--- src/rtl/mvm_pkg.sv ---
// Shared types and default sizing for the matrix-vector multiply read/MAC path.
package mvm_pkg;

   localparam int M_DEF          = 4;
   localparam int MAT_AW_DEF     = 4;
   localparam int VEC_AW_DEF     = 2;
   localparam int DATA_WIDTH_DEF = 8;
   localparam int ACC_WIDTH_DEF  = 16;

   typedef enum logic [1:0] {
      IDLE  = 2'd0,
      READ  = 2'd1,
      DRAIN = 2'd2,
      OUT   = 2'd3
   } state_e;

   typedef logic signed [DATA_WIDTH_DEF-1:0] data_t;
   typedef logic signed [ACC_WIDTH_DEF-1:0]  acc_t;

endpackage

--- src/rtl/ctrl_mvm_read_mac_unit.sv ---
// Signed multiply with load-or-accumulate; the sum wraps modulo 2^ACC_WIDTH.
module mac_unit
   import mvm_pkg::*;
#(
   parameter int DATA_WIDTH = DATA_WIDTH_DEF,
   parameter int ACC_WIDTH  = ACC_WIDTH_DEF
) (
   input  logic                         clk,
   input  logic                         reset,
   input  logic                         en,
   input  logic                         first,
   input  logic signed [DATA_WIDTH-1:0] a,
   input  logic signed [DATA_WIDTH-1:0] b,
   output logic signed [ACC_WIDTH-1:0]  acc
);

   localparam int PROD_WIDTH = 2 * DATA_WIDTH;

   logic signed [PROD_WIDTH-1:0] prod_s;
   logic signed [ACC_WIDTH-1:0]  prod_ext_s;
   logic signed [ACC_WIDTH-1:0]  acc_d;

   // Product, resized to the accumulator, and next accumulator value
   always_comb begin
      prod_s     = PROD_WIDTH'(a) * PROD_WIDTH'(b);
      prod_ext_s = ACC_WIDTH'(prod_s);
      acc_d      = acc;
      if (!en) begin
         acc_d = acc;
      end else if (first) begin
         acc_d = prod_ext_s;
      end else begin
         acc_d = acc + prod_ext_s;
      end
   end

   // Accumulator register
   always_ff @(posedge clk) begin
      if (reset) begin
         acc <= '0;
      end else begin
         acc <= acc_d;
      end
   end

endmodule

--- src/rtl/ctrl_mvm_read.sv ---
// Reads a loaded M x M matrix and M-vector, emits one signed dot product per row
// on a valid/ready port, then pulses mem_release so the writers can reload.
module ctrl_mvm_read
   import mvm_pkg::*;
#(
   parameter int M              = M_DEF,
   parameter int MAT_ADDR_WIDTH = MAT_AW_DEF,
   parameter int VEC_ADDR_WIDTH = VEC_AW_DEF,
   parameter int DATA_WIDTH     = DATA_WIDTH_DEF,
   parameter int ACC_WIDTH      = ACC_WIDTH_DEF
) (
   input  logic                      clk,
   input  logic                      reset,
   input  logic                      mat_loaded,
   input  logic                      vec_loaded,
   input  logic [DATA_WIDTH-1:0]     mat_rdata,
   input  logic [DATA_WIDTH-1:0]     vec_rdata,
   output logic [MAT_ADDR_WIDTH-1:0] mat_addr,
   output logic [VEC_ADDR_WIDTH-1:0] vec_addr,
   output logic                      m_valid,
   input  logic                      m_ready,
   output logic [ACC_WIDTH-1:0]      m_data,
   output logic                      mem_release
);

   localparam logic [VEC_ADDR_WIDTH-1:0] LAST = VEC_ADDR_WIDTH'(M - 1);

   state_e                      state_q;
   logic [VEC_ADDR_WIDTH-1:0]   row_q;
   logic [VEC_ADDR_WIDTH-1:0]   col_q;
   logic [VEC_ADDR_WIDTH-1:0]   col_d;
   logic [MAT_ADDR_WIDTH-1:0]   mat_addr_q;
   logic [VEC_ADDR_WIDTH-1:0]   vec_addr_q;
   logic                        rd_vld_q;
   logic                        rd_first_q;
   logic                        m_valid_q;
   logic                        mem_release_q;
   logic signed [ACC_WIDTH-1:0] acc_s;

   assign col_d = col_q + VEC_ADDR_WIDTH'(1);

   // Sequencer: address counters, read-valid pipe and result handshake
   always_ff @(posedge clk) begin
      if (reset) begin
         state_q       <= IDLE;
         row_q         <= '0;
         col_q         <= '0;
         mat_addr_q    <= '0;
         vec_addr_q    <= '0;
         rd_vld_q      <= 1'b0;
         rd_first_q    <= 1'b0;
         m_valid_q     <= 1'b0;
         mem_release_q <= 1'b0;
      end else begin
         // Read data returns one cycle after the address, so the column tag is delayed too
         rd_vld_q      <= (state_q == READ);
         rd_first_q    <= (state_q == READ) && (col_q == '0);
         mem_release_q <= 1'b0;
         case (state_q)
            IDLE: begin
               if (mat_loaded && vec_loaded && !mem_release_q) begin
                  state_q    <= READ;
                  col_q      <= '0;
                  vec_addr_q <= '0;
               end
            end
            READ: begin
               mat_addr_q <= mat_addr_q + MAT_ADDR_WIDTH'(1);
               if (col_q == LAST) begin
                  state_q    <= DRAIN;
                  col_q      <= '0;
                  vec_addr_q <= '0;
               end else begin
                  col_q      <= col_d;
                  vec_addr_q <= col_d;
               end
            end
            DRAIN: begin
               state_q   <= OUT;
               m_valid_q <= 1'b1;
            end
            OUT: begin
               if (m_ready) begin
                  m_valid_q <= 1'b0;
                  if (row_q == LAST) begin
                     state_q       <= IDLE;
                     row_q         <= '0;
                     mat_addr_q    <= '0;
                     mem_release_q <= 1'b1;
                  end else begin
                     state_q    <= READ;
                     row_q      <= row_q + VEC_ADDR_WIDTH'(1);
                     col_q      <= '0;
                     vec_addr_q <= '0;
                  end
               end
            end
            default: begin
               state_q <= IDLE;
            end
         endcase
      end
   end

   mac_unit #(
      .DATA_WIDTH (DATA_WIDTH),
      .ACC_WIDTH  (ACC_WIDTH)
   ) u_mac (
      .clk   (clk),
      .reset (reset),
      .en    (rd_vld_q),
      .first (rd_first_q),
      .a     (mat_rdata),
      .b     (vec_rdata),
      .acc   (acc_s)
   );

   // The accumulator is idle (en low) throughout OUT, so it doubles as the result register
   assign mat_addr    = mat_addr_q;
   assign vec_addr    = vec_addr_q;
   assign m_valid     = m_valid_q;
   assign m_data      = acc_s;
   assign mem_release = mem_release_q;

endmodule

--- config.mk ---
export PLATFORM = sky130hd
export DESIGN_NAME = ctrl_mvm_read
export DESIGN_NICKNAME = d
export VERILOG_FILES = /design/src/rtl/mvm_pkg.sv /design/src/rtl/ctrl_mvm_read_mac_unit.sv /design/src/rtl/ctrl_mvm_read.sv
export SDC_FILE = /design/constraint.sdc
export NUM_CORES = 1
export LEC_CHECK = 0
export ABC_AREA = 1
export CELL_PAD_IN_SITES_DETAIL_PLACEMENT = 1
export CELL_PAD_IN_SITES_GLOBAL_PLACEMENT = 1
export CORE_UTILIZATION = 40
export DETAILED_ROUTE_END_ITERATION = 6
export PLACE_DENSITY = 0.78
export SYNTH_ARGS = -nofsm -noshare
export SYNTH_HDL_FRONTEND = slang
export SYNTH_HIERARCHICAL = 1
export SYNTH_SLANG_ARGS = --single-unit
export TNS_END_PERCENT = 1
--- constraint.sdc ---
create_clock -name clk -period 8.6 [get_ports clk]
set_clock_uncertainty 0.1 [all_clocks]
set_input_delay 1.29 -clock clk [delete_from_list [all_inputs] [get_ports clk]]
set_output_delay 1.29 -clock clk [all_outputs]
set_load 0.05 [all_outputs]
==> flow_metrics.py <==
metrics = {
    "outcome": {
        "status": "completed",
    },
    "cts": {
        "htreeDepth": 2,
        "ctsRootBufferMaster": "clkbuf_16",
        "insertion_delay_ns": 0.28,
        "cts_hold_buf": 0,
        "post_cts.repair.setup_buffers": 0,
        "cts_tree": "done",
        "cts_buffer_depth": 2,
        "cts_resized": 0,
        "cts_inserted_buffers": 5,
        "path_clk_slew_ns": 0.05,
        "cts_num_sinks": 30,
    },
    "layout": {
        "fillers": 1705,
        "postLayoutCoreUtil_pct": 46.5,
        "layout.nets": 929,
        "area_growth_pct": 13.3,
        "drive_gt1_share_pct": 4.64,
        "diodes": 0,
    },
    "power": {
        "ir_drop_mv": 0.174,
        "power_switching_share_pct": 57.7,
        "p_total_uw": 2220,
        "p_per_area_nw_per_um2": 378,
        "switchingPower_uw": 1280,
        "p_int_uw": 940,
        "pwr-share-clk_pct": 8.1,
        "seqPwrFrac_pct": 10.0,
        "p_leak_uw": 0.00335,
        "power_frac_comb_pct": 81.9,
    },
    "floorplanning": {
        "start_util_pct": 41.0,
        "rows": 41,
        "die_w_um": 116,
        "die_h_um": 116,
        "io_pins": 45,
        "core-area_um2": 12600,
        "die_area_um2": 13400,
    },
    "worst_setup_path": {
        "endpoint_kind": "register",
        "crit_type": "in -> reg",
        "worst_setup_path_start_kind": "input pin",
        "critPathMaxStageDelay_ns": 0.56,
        "cp.buffers_inverters": 6,
        "cpMostUsedCell": "nand2_1",
        "cp.required_ns": 8.67,
        "worstReg2RegStart": "u_mac/acc[0]$_SDFFE_PP0P_",
        "cp-startpoint": "vec_rdata[7]",
        "critPathSlowestCell": "fa_1",
        "r2r_end": "u_mac/acc[14]$_SDFFE_PP0P_",
        "path_delay_family": "adder cells",
        "crit_fanout": 8,
        "r2r_setup_slack_ns": 6.53,
        "cp.arrival_ns": 7.01,
        "rr_worst_depth": 11,
    },
    "sta": {
        "fmax_mhz": 144,
        "tns_ns": 0,
        "finalCriticalPeriod_ns": 6.94,
        "slew_violations": 0,
        "worstMarginPinSlew_ns": 0.901,
        "rsz0062_at_grt": "no",
        "timing.final.ws_setup_ns": 1.66,
        "fin_crit_sh_pct": 80.7,
        "slew_headroom_pct": 39.8,
        "finalSetupViolations": 0,
        "hold_ws_ns": 0.354,
        "finalHoldViolCount": 0,
    },
    "routing": {
        "vias_per_cell": 4.83,
        "drt_iter0_drc": 159,
        "drc": 0,
        "ant_nets": 0,
        "vias": 4678,
        "wl_per_cell_um": 13.7,
        "routed_wl_mm": 13.3,
        "drt_pass1_iterations": 4,
    },
    "place": {
        "dp_hpwl_mm": 11.3,
        "port_buffers": 44,
        "post-place-ws_ns": 1.37,
        "globalplace.congestion": 0.896,
    },
    "min_path": {
        "worstHoldStart": "m_valid$_SDFFE_PP0P_",
        "hold_end": "m_valid$_SDFFE_PP0P_",
        "min_path_type": "reg -> reg",
        "whs_path_depth": 2,
    },
    "synthesis": {
        "synthXorXnorAreaFrac_pct": 2.68,
        "synth_top_family_by_area": "adder cells",
        "syn_inst": 769,
        "synth_ff_type": "dfxtp_1",
        "avgSynthCellArea_um2": 6.73,
        "ys_types": 38,
        "synth-simple-area-share_pct": 25.2,
        "synth.cell_area_um2": 5180,
        "synth_edf_count": 0,
        "ys_seq_area_share_pct": 11.6,
        "yosysTopAreaCell": "fa_1",
        "synthTopCellsByArea": "fa_1, nand2_1, inv_1",
        "synth_mux_area_share_pct": 0,
        "synth-seq-cells": 30,
        "async_flop_share_pct": 0,
        "synth_compound_area_share_pct": 8.79,
        "yosys.area_share.adder_pct": 35.2,
        "yosys_warnings": 6,
        "synthTopCellsByCount": "nand2_1, inv_1, fa_1, ha_1, nor2_1",
        "yosys.cell_count.top_type": "nand2_1",
        "synth_top_area_share_pct": 21.6,
        "syn-num-nets": 902,
    },
    "global_route": {
        "grt_max_degree": 28,
        "grt_overflow": 0,
        "grtUsageTotal_pct": 22.3,
        "antenna_found_initial": 0,
        "grt_pass1_vias": 5145,
        "grt_pass1_wl_mm": 23.6,
    },
    "flow_run": {
        "maxCapViolCount": 0,
    },
}
[worst min-delay path: cells and delay by family (launching register included)]
kind	cells	cell delay [ns]
flops	1	0.31
compound gates	1	0.05
buf+inv	1	0.05
[registers in the layout (all words and copies together), names as in the netlist]
signal	flops
m_valid	1
mat_addr	4
mem_release	1
rd_first_q	1
rd_vld_q	1
row_q	2
state_q	2
u_mac/acc	16
vec_addr	2
[per-layer routing]
| layer | part of all wire, % | vias to the layer above | GRT usage (%) |
|---|---|---|---|
| met2 | 53 | 48 | 43.8 |
| met4 | 0.64 | 0 | 3.33 |
| li1 | - | 2341 | - |
| met1 | 44 | 2279 | 25.9 |
| met3 | 2.1 | 10 | 2.88 |
| met5 | 0 | - | 0 |
[through the flow]
stage | cells | cell area [um2]
floorplan | 769 | 5180
global placement | 961 | 5720
detailed placement | 961 | 5720
CTS | 969 | 5870
global route | 969 | 5870
finish | 969 | 5870
[power groups by stage]
| stage | clock [uW] | combinational [uW] | sequential (uW) |
|---|---|---|---|
| floorplan | 0 | 1320 | 304 |
| global placement | 0 | 1750 | 223 |
| detailed placement | 0 | 1820 | 227 |
| CTS | 186 | 1840 | 224 |
| global route | 191 | 2090 | 231 |
| finish | 179 | 1820 | 223 |
[layout by cell type (no fill, tap or decap), drive strengths merged, types with 7 or more instances in the layout]
cell type      instances
nand2                206
inv                  197
ha                    56
fa                    56
nor2                  48
clkdlybuf4s50         44
a21oi                 43
nand3                 39
dfxtp                 30
o21ai                 25
xor2                   8
nand4                  7
xnor2                  7
clkbuf                 7
[worst max path at each step]
stage	end	cells after the start
after floorplan	u_mac/acc[15]$_SDFFE_PP0P_	29
after detailed placement	u_mac/acc[15]$_SDFFE_PP0P_	29
after global routing	u_mac/acc[15]$_SDFFE_PP0P_	29
final	u_mac/acc[15]$_SDFFE_PP0P_	29
after CTS	u_mac/acc[15]$_SDFFE_PP0P_	29
after global placement	u_mac/acc[15]$_SDFFE_PP0P_	29
[area by class of cell]
class | count | area (um2) | area share [%]
Inverter | 197 | 739 | 12.6
Multi-Input combinational cell | 518 | 3720 | 63.5
Clock inverter | 1 | 5.00 | 0.0853
Sequential cell | 30 | 601 | 10.2
Clock buffer | 7 | 143 | 2.43
Tap cell | 172 | 215 | 3.67
Timing Repair Buffer | 44 | 440 | 7.51
[logic make-up (layout without fill, tap and decap cells)]
kind of cell | Yosys count | in the layout
fa+ha+maj | 112 | 112
xor+xnor | 15 | 15
flops | 30 | 30
compound gates | 78 | 78
simple gates | 313 | 313
buf+inv | 221 | 249
Note: power is estimated with default switching activity, not from simulation.
